--- src/rtl/pipe_addsub_cin.sv ---
// Pipelined add/subtract with carry/borrow-in; carry chain split into CHUNK-bit stages.
// Define PIPE_ADDSUB_CIN_OVF_EN to add the OVF signed-overflow output.
module pipe_addsub_cin #(
   parameter int WIDTH = 16,
   parameter int CHUNK = 4
) (
   input  logic             CLK,
   input  logic             RESET,
   input  logic [WIDTH-1:0] I0,
   input  logic [WIDTH-1:0] I1,
   input  logic             CIN,
   input  logic             SUB,
   input  logic             VALID_IN,
   output logic             READY_OUT,
   output logic [WIDTH-1:0] O,
   output logic             COUT,
   output logic             VALID_OUT,
   input  logic             READY_IN
`ifdef PIPE_ADDSUB_CIN_OVF_EN
   ,
   output logic             OVF
`endif
);

   localparam int STAGES = WIDTH / CHUNK;

   logic [STAGES-1:0][WIDTH-1:0] a_q, a_d;
   logic [STAGES-1:0][WIDTH-1:0] b_q, b_d;
   logic [STAGES-1:0][WIDTH-1:0] s_q, s_d;
   logic [STAGES-1:0]            c_q, c_d;
   logic [STAGES-1:0]            v_q, v_d;

   logic             adv;
   logic [WIDTH-1:0] a_in;
   logic [WIDTH-1:0] b_in;
   logic [WIDTH-1:0] s_in;
   logic             c_in;
   logic             v_in;
   logic [CHUNK:0]   sl;
   logic             ovf_d;

   // Operands travel with their slot; stage k only resolves slice k.
   always_comb begin
      adv   = READY_IN | ~v_q[STAGES-1];
      a_d   = a_q;
      b_d   = b_q;
      s_d   = s_q;
      c_d   = c_q;
      v_d   = v_q;
      a_in  = '0;
      b_in  = '0;
      s_in  = '0;
      c_in  = 1'b0;
      v_in  = 1'b0;
      sl    = '0;
      ovf_d = 1'b0;
      for (int k = 0; k < STAGES; k++) begin
         if (k == 0) begin
            a_in = I0;
            b_in = SUB ? ~I1 : I1;
            s_in = '0;
            c_in = SUB ? ~CIN : CIN;
            v_in = VALID_IN;
         end else begin
            a_in = a_q[(k > 0) ? k-1 : 0];
            b_in = b_q[(k > 0) ? k-1 : 0];
            s_in = s_q[(k > 0) ? k-1 : 0];
            c_in = c_q[(k > 0) ? k-1 : 0];
            v_in = v_q[(k > 0) ? k-1 : 0];
         end
         sl = {1'b0, a_in[k*CHUNK +: CHUNK]}
            + {1'b0, b_in[k*CHUNK +: CHUNK]}
            + (CHUNK+1)'(c_in);
         s_in[k*CHUNK +: CHUNK] = sl[CHUNK-1:0];
         a_d[k] = a_in;
         b_d[k] = b_in;
         s_d[k] = s_in;
         c_d[k] = sl[CHUNK];
         v_d[k] = v_in;
      end
      // Same-sign operands giving an opposite-sign sum == carry-in(MSB) ^ carry-out.
      ovf_d = (a_in[WIDTH-1] == b_in[WIDTH-1])
            & (s_in[WIDTH-1] != a_in[WIDTH-1]);
   end

   always_ff @(posedge CLK) begin
      if (RESET) begin
         a_q <= '0;
         b_q <= '0;
         s_q <= '0;
         c_q <= '0;
         v_q <= '0;
      end else if (adv) begin
         a_q <= a_d;
         b_q <= b_d;
         s_q <= s_d;
         c_q <= c_d;
         v_q <= v_d;
      end
   end

`ifdef PIPE_ADDSUB_CIN_OVF_EN
   logic ovf_q;

   always_ff @(posedge CLK) begin
      if (RESET) begin
         ovf_q <= 1'b0;
      end else if (adv) begin
         ovf_q <= ovf_d;
      end
   end

   assign OVF = ovf_q;
   logic unused_last;
   assign unused_last = ^{a_q[STAGES-1], b_q[STAGES-1]};
`else
   logic unused_last;
   assign unused_last = ^{a_q[STAGES-1], b_q[STAGES-1], ovf_d};
`endif

   assign READY_OUT = adv & ~RESET;
   assign O         = s_q[STAGES-1];
   assign COUT      = c_q[STAGES-1];
   assign VALID_OUT = v_q[STAGES-1];

endmodule
--- config.mk ---
export PLATFORM = sky130hd
export DESIGN_NAME = pipe_addsub_cin
export DESIGN_NICKNAME = d
export VERILOG_FILES = /design/src/rtl/pipe_addsub_cin.sv
export SDC_FILE = /design/constraint.sdc
export NUM_CORES = 1
export LEC_CHECK = 0
export BUFFER_PORTS_ARGS = -buffer_cell sky130_fd_sc_hd__buf_2
export CORE_ASPECT_RATIO = 1.5
export CORE_UTILIZATION = 55
export CTS_CLUSTER_DIAMETER = 120
export CTS_CLUSTER_SIZE = 30
export DETAILED_ROUTE_END_ITERATION = 10
export HOLD_SLACK_MARGIN = 0.05
export PLACE_DENSITY = 0.75
export SETUP_SLACK_MARGIN = 0.02
export SLEW_MARGIN = 15
export SYNTH_ARGS = -nofsm -noshare
export SYNTH_HDL_FRONTEND = slang
export SYNTH_SLANG_ARGS = --single-unit
--- constraint.sdc ---
create_clock -name CLK -period 3.1 [get_ports CLK]
set_input_delay 0.465 -clock CLK [delete_from_list [all_inputs] [get_ports CLK]]
set_output_delay 0.465 -clock CLK [all_outputs]
set_load 0.02 [all_outputs]
Yosys cells after proc, flatten, opt, wreduce, memory -nomap -nowiden
Index checks and enable logic that the tools add are counted.
- add/subtract/negate cells: 8
- $mul: 0
- div/mod/pow operators: 0
- magnitude comparators: 0
- eq/ne operators: 0
- shift-type cells: 0
- mux-type cells: 2
- bitwise operators: 6
- reductions and logical operators: 0
- operators with widths (operator ; number):
    adder 4 x 4 -> 5 bit ; 4
    adder 5 x 1 -> 5 bit ; 4
    2-to-1 mux 16 bit ; 1
    NOT 16 bit ; 1
    NOT 1 bit ; 3
    bitwise AND 1 bit ; 1
    2-to-1 mux 1 bit ; 1
    bitwise OR 1 bit ; 1
- register bits: 144
- latch bits: 0
- RAM bits: 0
- ROM bits: 0
- input bits: 38
- output and inout bits: 19
- logic and storage cells: 28
- memories: 0

Depth between registers and ports, before layout
Gate-level depths: netlist (run 1).
- depth after elaboration: 4
- gate-level depth with buffers: 8
- gate-level depth less buffers: 6

Least setup slack after synthesis (run 1)
Ideal clock, no wire load.
- path type: input-to-reg
- start: input port SUB
- end: register c_q[0]
- setup time: 122 ps
- data arrival time: 2239 ps
- data required time: 2978 ps
- slack: 739 ps
- cell stages on the path: 8
- buffers on the path: 2
- cells stage by stage: buf_4 -> buf_4 -> xor2_1 -> fa_1 -> fa_1 -> a21o_1 -> a211oi_1 -> nor3_1
- word-level cells in the longest chain between the ends: 3
- elaborated cells on any way between the ends: 4
- those cells by class: add/sub: 2; mux: 2
- RTL lines (element ; RTL line ; text):
    from (decl) ; 12 ; input logic SUB,
    2-to-1 mux 16 bit ; 60 ; b_in = SUB ? ~I1 : I1;
    adder 4 x 4 -> 5 bit ; 72 ; + {1'b0, b_in[k*CHUNK +: CHUNK]}
    adder 5 x 1 -> 5 bit * ; 73 ; + (CHUNK+1)'(c_in);
    to (signal assigned) ; 91 ; c_q <= '0;
    to (signal assigned) ; 97 ; c_q <= c_d;
    to (decl) ; 30 ; logic [STAGES-1:0] c_q, c_d;
Every way passes the cells marked *; elsewhere a longest branch is shown, timed or not.
A chain may end at the register's enable or synchronous reset.

Worst setup path in the final report (run 1)
- start: register v_q[3]
- end: output port READY_OUT
- word-level cells in the longest chain between the ends: 3
- RTL lines (element ; RTL line ; text):
    from (decl) ; 31 ; logic [STAGES-1:0] v_q, v_d;
    from (signal assigned) ; 98 ; v_q <= v_d;
    NOT 1 bit ; 44 ; adv = READY_IN | ~v_q[STAGES-1];
    bitwise OR 1 bit ; 44 ;
    bitwise AND 1 bit ; 121 ; assign READY_OUT = adv & ~RESET;
    to (decl) ; 14 ; output logic READY_OUT,
Every way passes these cells.

==> impl_metrics.py, run 1 <==
metrics = {
    "cells_and_area": {
        "areaGrowthSynthToFinish_pct": 9.51,
        "fin_util": 0.624,
        "drive_gt1_frac": 0.152,
        "fillCellCount": 669,
        "antenna_cells": 0,
        "instances_no_fill": 613,
        "finish.net_count": 568,
    },
    "logic_synthesis": {
        "async_reset_ff_frac": 0,
        "yosys.cell_types.count": 29,
        "synth_fp_nets": 532,
        "netlist_instances": 474,
        "synth_area_mm2": 0.00412,
        "yosys.area.top_type": "dfxtp_1",
        "yosysMostFrequentCell": "nand2_1",
        "synthDominantCellAreaShare": 0.467,
        "ys_ff_latch": 96,
        "synth_common_cells": "nand2_1, dfxtp_1, a21oi_1, nor2_1, a211oi_1",
        "yosysSeqAreaShare": 0.467,
        "synth_edf_count": 0,
        "synth.area.top_cells": "dfxtp_1, nand2_1, a21oi_1",
        "ys_warn_count": 0,
        "synth-main-ff-cell": "dfxtp_1",
        "syn_avg_cell_area_um2": 8.69,
    },
    "power": {
        "p_per_area_mw_per_mm2": 536,
        "ir_drop_mv": 0.393,
        "leakage_uw": 0.00189,
    },
    "cts": {
        "cts_max_level": 3,
        "tritoncts": "yes",
        "post_cts_buffers": 0,
        "cts.path.max_buffers": 2,
        "cts.sinks": 96,
        "cts_buffers": 9,
        "clkLatencyLatePin_ns": 0.36,
        "clockRootBuffer": "clkbuf_8",
        "ctsHoldBuffers": 0,
        "clkSlewWorstSetupHoldPaths_ns": 0.08,
        "post_cts_resized": 0,
    },
    "routing": {
        "vias": 3171,
        "ant_nets": 0,
        "via_per_inst": 5.17,
        "route.detailed.drc": 0,
        "drtPass1Iterations": 4,
        "wl_per_cell_um": 11.9,
        "drt_iter0_drc": 108,
        "route.final.wire_length_um": 7270,
    },
    "global_route": {
        "grt-ovfl-total": 0,
        "antenna_found_initial": 0,
        "grt_max_degree": 91,
        "grt_pass1_wl_um": 12300,
        "grt_usage": 0.203,
        "first_global_vias": 2927,
    },
    "critical_path": {
        "r2r_slack_ns": 1.28,
        "start_kind": "flop",
        "worst-path-max-fanout": 90,
        "cp_slowest_cell": "dfxtp_1",
        "crit_required_ns": 2.63,
        "critical_path_class": "flop to primary output",
        "cp-end-kind": "primary output",
        "worstPathArrival_ns": 1.56,
        "cpPeakStageDelay_ns": 0.41,
        "cp_cell_sequence": "nor2b_4, buf_12, nor2_1, buf_2",
    },
    "die": {
        "die_h_um": 108,
        "pin_count": 57,
        "rows": 38,
        "fp.coreArea_mm2": 0.00723,
        "die_w_um": 72.7,
        "start_util": 0.570,
        "fp.dieArea_mm2": 0.00784,
    },
    "timing": {
        "fmax_ghz": 0.493,
        "fin_crit_ns": 2.03,
        "maxSlewHeadroom": 0.535,
        "fin_crit_sh": 0.654,
        "setup_viol": 0,
        "clock_skew_ns": 0.00568,
        "hold_viol_final": 0,
        "worst_pin_slew_ns": 0.697,
        "tns_ns": 0,
        "slew_viol_final": 0,
        "hold_slack_ns": 0.336,
        "rsz0062_at_grt": "false",
    },
    "placement": {
        "post-place-cells": 599,
        "dp.final_hpwl_um": 4830,
        "gp_congestion": 0.811,
        "port_buffers": 56,
    },
    "flow_run": {
        "maxCapViolations": 0,
    },
    "min_path": {
        "hold_path.class": "input pin to flop",
    },
    "run_status": {
        "outcome": "complete, no violations",
    },
}
## where the power goes
group	total [uW]	switching [uW]	leakage, uW	internal, uW
clock	785	398	0.0000952	386
combinational	272	147	0.00100	125
sequential	1360	42.7	0.000789	1310
total	2410	588	0.00189	1830
## critical path, delay by kind of cell (launching register included)
| kind | cells | cell delay [ns] |
|---|---|---|
| buffers and inverters | 2 | 0.51 |
| DFF | 1 | 0.41 |
| and+or+nand+nor | 2 | 0.26 |
## worst paths after layout
path / from / to / cells past startpoint
setup / recovery: v_q[3] / READY_OUT / 4
setup reg to reg: a_in[12] / c_q[3] / 5
hold reg to reg: O[10] / O[10] / 2
hold / removal: I0[12] / a_d[28] / 3
## cells by family after synthesis
family | synth area share
and+or+nand+nor | 0.186
adders and majority gates | 0.0754
AOI/OAI and AO/OA | 0.159
DFF | 0.467
xor gates and xnor gates | 0.0447
buffers and inverters | 0.0678
## metal layers
layer	vias to the layer above	wire, um	track usage
met5	-	0	0
met4	0	210	0.115
met3	17	196	0.0447
met2	44	3640	0.361
met1	1475	3210	0.219
li1	1635	-	-
## per-stage QoR
step                      total power, uW  setup slack, ns  cell area [um2]
after floorplan                      1580            0.739             4120
after global placement               1650            0.882             4320
after detailed placement             1660            0.831             4320
after CTS                            2440             1.05             4510
after global routing                 2530            0.943             4510
final                                2410             1.07             4510
## area by class of cell
type / count / area (um2) / area share
Sequential cell: 96 / 1920 / 0.426
Multi-Input combinational cell: 337 / 1920 / 0.425
Timing Repair Buffer: 60 / 338 / 0.0749
Clock buffer: 11 / 141 / 0.0314
Tap cell: 100 / 125 / 0.0277
Clock inverter: 3 / 43.8 / 0.00971
Inverter: 6 / 22.5 / 0.00499
## state kept, by name, summed over array words and instances (netlist names)
| signal | cells |
|---|---|
| O | 16 |
| a_d | 20 |
| a_in | 4 |
| b_d | 20 |
| b_in | 4 |
| c_q | 4 |
| s_d | 24 |
| v_q | 4 |
## placed cells by master (no fill, tap or decap), types with 8 or more instances in the layout
| cell | count |
|---|---|
| nand2_1 | 142 |
| dfxtp_1 | 96 |
| a21oi_1 | 75 |
| buf_2 | 55 |
| nor2_1 | 25 |
| a211oi_1 | 17 |
| xnor2_1 | 15 |
| ha_1 | 12 |
| clkbuf_8 | 10 |
| fa_1 | 8 |
Note: power is estimated with default switching activity, not from simulation.
==> run 2, diff against run 1 <==
clock period = 1.9 ns   (was 3.1 ns; I/O delays follow)
==> run 2 against run 1 <==
Net effect: power rose by 78%; wire length rose by 4.2%; register-to-register slack got worse by 1.2 ns; cell area rose by 3.3%; sequential power rose by 63%; final cell count rose by 1.5%; combinational power rose by 70%; setup slack got worse by 0.99 ns; sequential share of layout area fell by 1.4 points; utilization rose by 2.1 points; global-route usage rose by 1.2 points.
==> impl_metrics.py, run 2 (synthesis results as in run 1) <==
metrics = {
    "die": {
        "die_w_um": 72.7,
        "fp.dieArea_mm2": 0.00784,
        "fp.coreArea_mm2": 0.00723,
        "pin_count": 57,
        "start_util": 0.570,
        "die_h_um": 108,
        "rows": 38,
    },
    "flow_run": {
        "maxCapViolations": 0,
    },
    "timing": {
        "timing.final.ws_setup_ns": 0.0854,
        "maxSlewHeadroom": 0.677,
        "rsz0062_at_grt": "false",
        "fmax_ghz": 0.551,
        "hold_viol_final": 0,
        "fin_crit_ns": 1.81,
        "clock_skew_ns": 0.00933,
        "fin_crit_sh": 0.955,
        "setup_viol": 0,
        "slew_viol_final": 0,
        "worst_pin_slew_ns": 0.485,
    },
    "routing": {
        "drtPass1Iterations": 4,
        "vias": 3213,
        "route.detailed.drc": 0,
        "via_per_inst": 5.17,
        "wl_met1_um": 3290,
        "route.final.wire_length_um": 7570,
        "ant_nets": 0,
        "wl_met2_um": 3860,
        "drt_iter0_drc": 152,
        "top_layer_used": "met4",
        "wl_met3_um": 181,
        "wl_per_cell_um": 12.2,
    },
    "cts": {
        "cts.path.max_buffers": 2,
        "clockRootBuffer": "clkbuf_8",
        "cts.sinks": 96,
        "clkSlewWorstSetupHoldPaths_ns": 0.09,
        "ctsHoldBuffers": 0,
        "post_cts_resized": 0,
        "tritoncts": "yes",
        "post_cts_buffers": 0,
        "clkLatencyLatePin_ns": 0.37,
        "cts_max_level": 3,
        "cts_buffers": 9,
    },
    "cells_and_area": {
        "largest_reg_flops": 24,
        "antenna_cells": 0,
        "finish.net_count": 575,
        "drive_gt1_frac": 0.176,
        "ff_latch_area_mm2": 0.00192,
        "areaGrowthSynthToFinish_pct": 13.2,
        "fillCellCount": 669,
        "multi_input_area_mm2": 0.00193,
        "final_cell_mix": "nand2_1, dfxtp_1, a21oi_1",
        "final_common_cell": "nand2_1",
        "final_cell_area_mm2": 0.00466,
    },
    "global_route": {
        "grt_max_degree": 52,
        "grt-ovfl-total": 0,
        "grt_usage": 0.215,
        "antenna_found_initial": 0,
        "first_global_vias": 3052,
        "grt_pass1_wl_um": 13000,
    },
    "critical_path": {
        "cp-end-kind": "flop",
        "reg2reg_depth": 5,
        "worstReg2RegStart": "a_in[12]",
        "critical_path_class": "flop to flop",
        "r2r_slack_ns": 0.09,
        "crit_required_ns": 2.14,
        "worstPathArrival_ns": 2.06,
        "reg2reg_to": "c_q[3]",
        "worst-path-max-fanout": 2,
        "start_kind": "flop",
        "startpoint": "a_in[12]",
    },
    "min_path": {
        "hold-path-cell-count": 3,
        "hold_end": "a_d[31]",
        "hold_path.class": "input pin to flop",
        "hold_path.startpoint": "I0[15]",
    },
    "placement": {
        "place_area_mm2": 0.00441,
        "pre_cts_slack_ns": -0.0837,
        "port_buffers": 56,
        "dp.final_hpwl_um": 5150,
        "gp_congestion": 0.762,
    },
    "run_status": {
        "outcome": "complete, no violations",
    },
    "power": {
        "leakage_uw": 0.00196,
        "p_per_area_mw_per_mm2": 925,
        "ir_drop_mv": 0.595,
    },
}
==> run 2: changes by cell type in the layout (fill, tap and decap cells not counted), sizes merged <==
cell      before  now
inv            6    7
buf           60   67
clkbuf        11   10
clkinvlp       0    1
clkinv         2    1
bufinv         1    3
==> run 2: area by class of cell <==
cell class | count | share of cell area
sequential | 96 | 0.412
timing repair buffer | 67 | 0.0865
tap | 100 | 0.0269
inverter | 6 | 0.00483
clock inverter | 6 | 0.0247
multi-input combinational | 337 | 0.415
clock buffer | 10 | 0.0295
==> run 2: critical path: stages (launching register included) <==
cell	delay (ns)
dfxtp_1	0.33
fa_1	0.46
fa_1	0.41
a21o_1	0.18
a211oi_1	0.24
nor3_1	0.07
==> run 2: where the power goes <==
group          switching, uW  internal [uW]
sequential              73.3           2150
combinational            246            217
clock                    709            916
total                   1030           3280
==> run 2: metal layers <==
layer,GRT usage,vias up
met1,0.236,1489
met4,0.148,0
met3,0.0382,19
met2,0.372,48
li1,-,1657
met5,0,-
==> run 2: how the worst max path moves through the flow <==
stage	to	slack, ns	cells after the start
floorplan	c_q[0]	-0.11	8
global placement	c_q[0]	-0.03	7
detailed placement	c_q[0]	-0.08	7
CTS	c_q[3]	0.08	5
global route	c_q[3]	0.03	5
finish	c_q[3]	0.09	5
==> run 2: stage by stage <==
step	total power, uW	setup TNS [ns]	hold slack, ns	utilization	instances
finish	4310	0	0.148	0.645	622
floorplan	2600	-0.111	0.425	-	474
global placement	2710	-0.0334	0.438	0.610	606
CTS	4350	0	0.132	0.645	622
global route	4490	0	0.133	0.645	622
detailed placement	2730	-0.142	0.442	0.610	606
==> run 3, diff against run 2 <==
PLACE_DENSITY = 0.8   (was 0.75)
clock period = 2.35 ns   (was 1.9 ns; I/O delays follow)
==> run 3 against run 2 <==
Net effect: cell area fell by 2.8%; critical path depth fell by 1; worst hold slack improved by 0.078 ns; power fell by 26%; critical endpoint is now READY_OUT; highest routed layer unchanged.
==> impl_metrics.py, run 3 (synthesis results as in run 1) <==
metrics = {
    "timing": {
        "rsz0062_at_grt": "false",
        "fin_crit_sh": 0.780,
        "slew_viol_final": 0,
        "fmax_ghz": 0.545,
        "fin_crit_ns": 1.83,
        "hold_slack_ns": 0.226,
        "hold_viol_final": 0,
        "tns_ns": 0,
        "timing.final.ws_setup_ns": 0.516,
        "maxSlewHeadroom": 0.667,
        "clock_skew_ns": 0.00999,
        "setup_viol": 0,
        "worst_pin_slew_ns": 0.500,
    },
    "cells_and_area": {
        "final_common_cell": "nand2_1",
        "ff_latch_area_mm2": 0.00192,
        "areaGrowthSynthToFinish_pct": 10.0,
        "antenna_cells": 0,
        "fillCellCount": 647,
        "finish.net_count": 572,
        "multi_input_area_mm2": 0.00192,
        "largest_reg_flops": 24,
        "drive_gt1_frac": 0.158,
        "final_cell_mix": "nand2_1, dfxtp_1, a21oi_1",
    },
    "die": {
        "fp.dieArea_mm2": 0.00784,
        "pin_count": 57,
        "rows": 38,
        "die_h_um": 108,
        "fp.coreArea_mm2": 0.00723,
        "die_w_um": 72.7,
        "start_util": 0.570,
    },
    "routing": {
        "drt_iter0_drc": 238,
        "ant_nets": 0,
        "via_per_inst": 5.21,
        "drtPass1Iterations": 5,
        "route.detailed.drc": 0,
        "wl_per_cell_um": 12.1,
        "route.final.wire_length_um": 7450,
        "vias": 3218,
    },
    "min_path": {
        "hold_end": "v_q[0]",
        "hold_path.class": "input pin to flop",
        "hold_path.startpoint": "VALID_IN",
        "hold-path-cell-count": 3,
    },
    "global_route": {
        "grt_max_degree": 51,
        "grt_pass1_wl_um": 13200,
        "antenna_found_initial": 0,
        "first_global_vias": 3113,
        "grt-ovfl-total": 0,
        "grt_usage": 0.216,
    },
    "cts": {
        "ctsHoldBuffers": 0,
        "post_cts_buffers": 0,
        "clkLatencyLatePin_ns": 0.36,
        "post_cts_resized": 0,
        "cts_buffers": 9,
        "clockRootBuffer": "clkbuf_8",
        "cts_max_level": 3,
        "tritoncts": "yes",
        "clkSlewWorstSetupHoldPaths_ns": 0.09,
        "cts.sinks": 96,
        "cts.path.max_buffers": 2,
    },
    "critical_path": {
        "worstReg2RegStart": "a_in[12]",
        "start_kind": "flop",
        "crit_required_ns": 2.00,
        "reg2reg_depth": 5,
        "critical_path_class": "flop to primary output",
        "r2r_slack_ns": 0.54,
        "worstPathArrival_ns": 1.48,
        "cp-end-kind": "primary output",
        "reg2reg_to": "c_q[3]",
        "worst-path-max-fanout": 28,
    },
    "placement": {
        "port_buffers": 56,
        "gp_congestion": 0.819,
        "pre_cts_slack_ns": 0.222,
        "dp.final_hpwl_um": 5110,
    },
    "power": {
        "leakage_uw": 0.00190,
        "p_total_uw": 3190,
        "ir_drop_mv": 0.441,
        "p_per_area_mw_per_mm2": 705,
    },
    "run_status": {
        "outcome": "complete, no violations",
    },
    "flow_run": {
        "maxCapViolations": 0,
    },
}
## run 3: cell types whose count changed in the layout (fill, tap and decap cells not counted)
cell / change
buf_12: -2
bufinv_16: -2
clkbuf_1: +2
fa_1: +2
fa_2: -2
a211oi_1: +1
a211oi_2: -1
buf_4: -1
clkinv_2: +1
clkinv_4: -1
inv_6: -1
xor2_1: +1
xor2_2: -1
## run 3: routing by layer
layer  GRT usage  wire, um  up-vias
met4      0.0784       138        0
met5           0         0        -
met3      0.0568       285       14
met1       0.243      3200     1494
li1            -         -     1645
met2       0.387      3830       65
## run 3: report_power, final
part | internal [uW] | leakage (uW) | switching, uW
clock | 514 | 0.0000925 | 524
combinational | 167 | 0.00102 | 194
sequential | 1730 | 0.000789 | 57.4
total | 2420 | 0.00190 | 776
## run 3: worst max path at each step
stage,start,slack [ns],cells after the start,to
after floorplan,SUB,0.10,8,c_q[0]
after global placement,SUB,0.26,7,c_q[0]
after detailed placement,SUB,0.22,7,c_q[0]
after CTS,v_q[3],0.50,4,READY_OUT
after global routing,v_q[3],0.41,4,READY_OUT
final,v_q[3],0.52,4,READY_OUT
## run 3: critical path, stage by stage (launching register included)
cell	delay (ns)
dfxtp_1	0.40
nor2b_4	0.19
buf_4	0.29
nor2_1	0.06
buf_2	0.17
## run 3: stage by stage
step	area, um2	utilization	cells
after floorplan	4120	-	474
after global placement	4340	0.601	603
after detailed placement	4340	0.601	603
after CTS	4530	0.627	618
after global routing	4530	0.627	618
final	4530	0.627	618
## run 3: final cells by class
class | instances | area share
Clock inverter | 3 | 0.00939
Multi-Input combinational cell | 337 | 0.423
Sequential cell | 96 | 0.424
Inverter | 6 | 0.00497
Clock buffer | 12 | 0.0320
Tap cell | 100 | 0.0276
Timing Repair Buffer | 64 | 0.0785
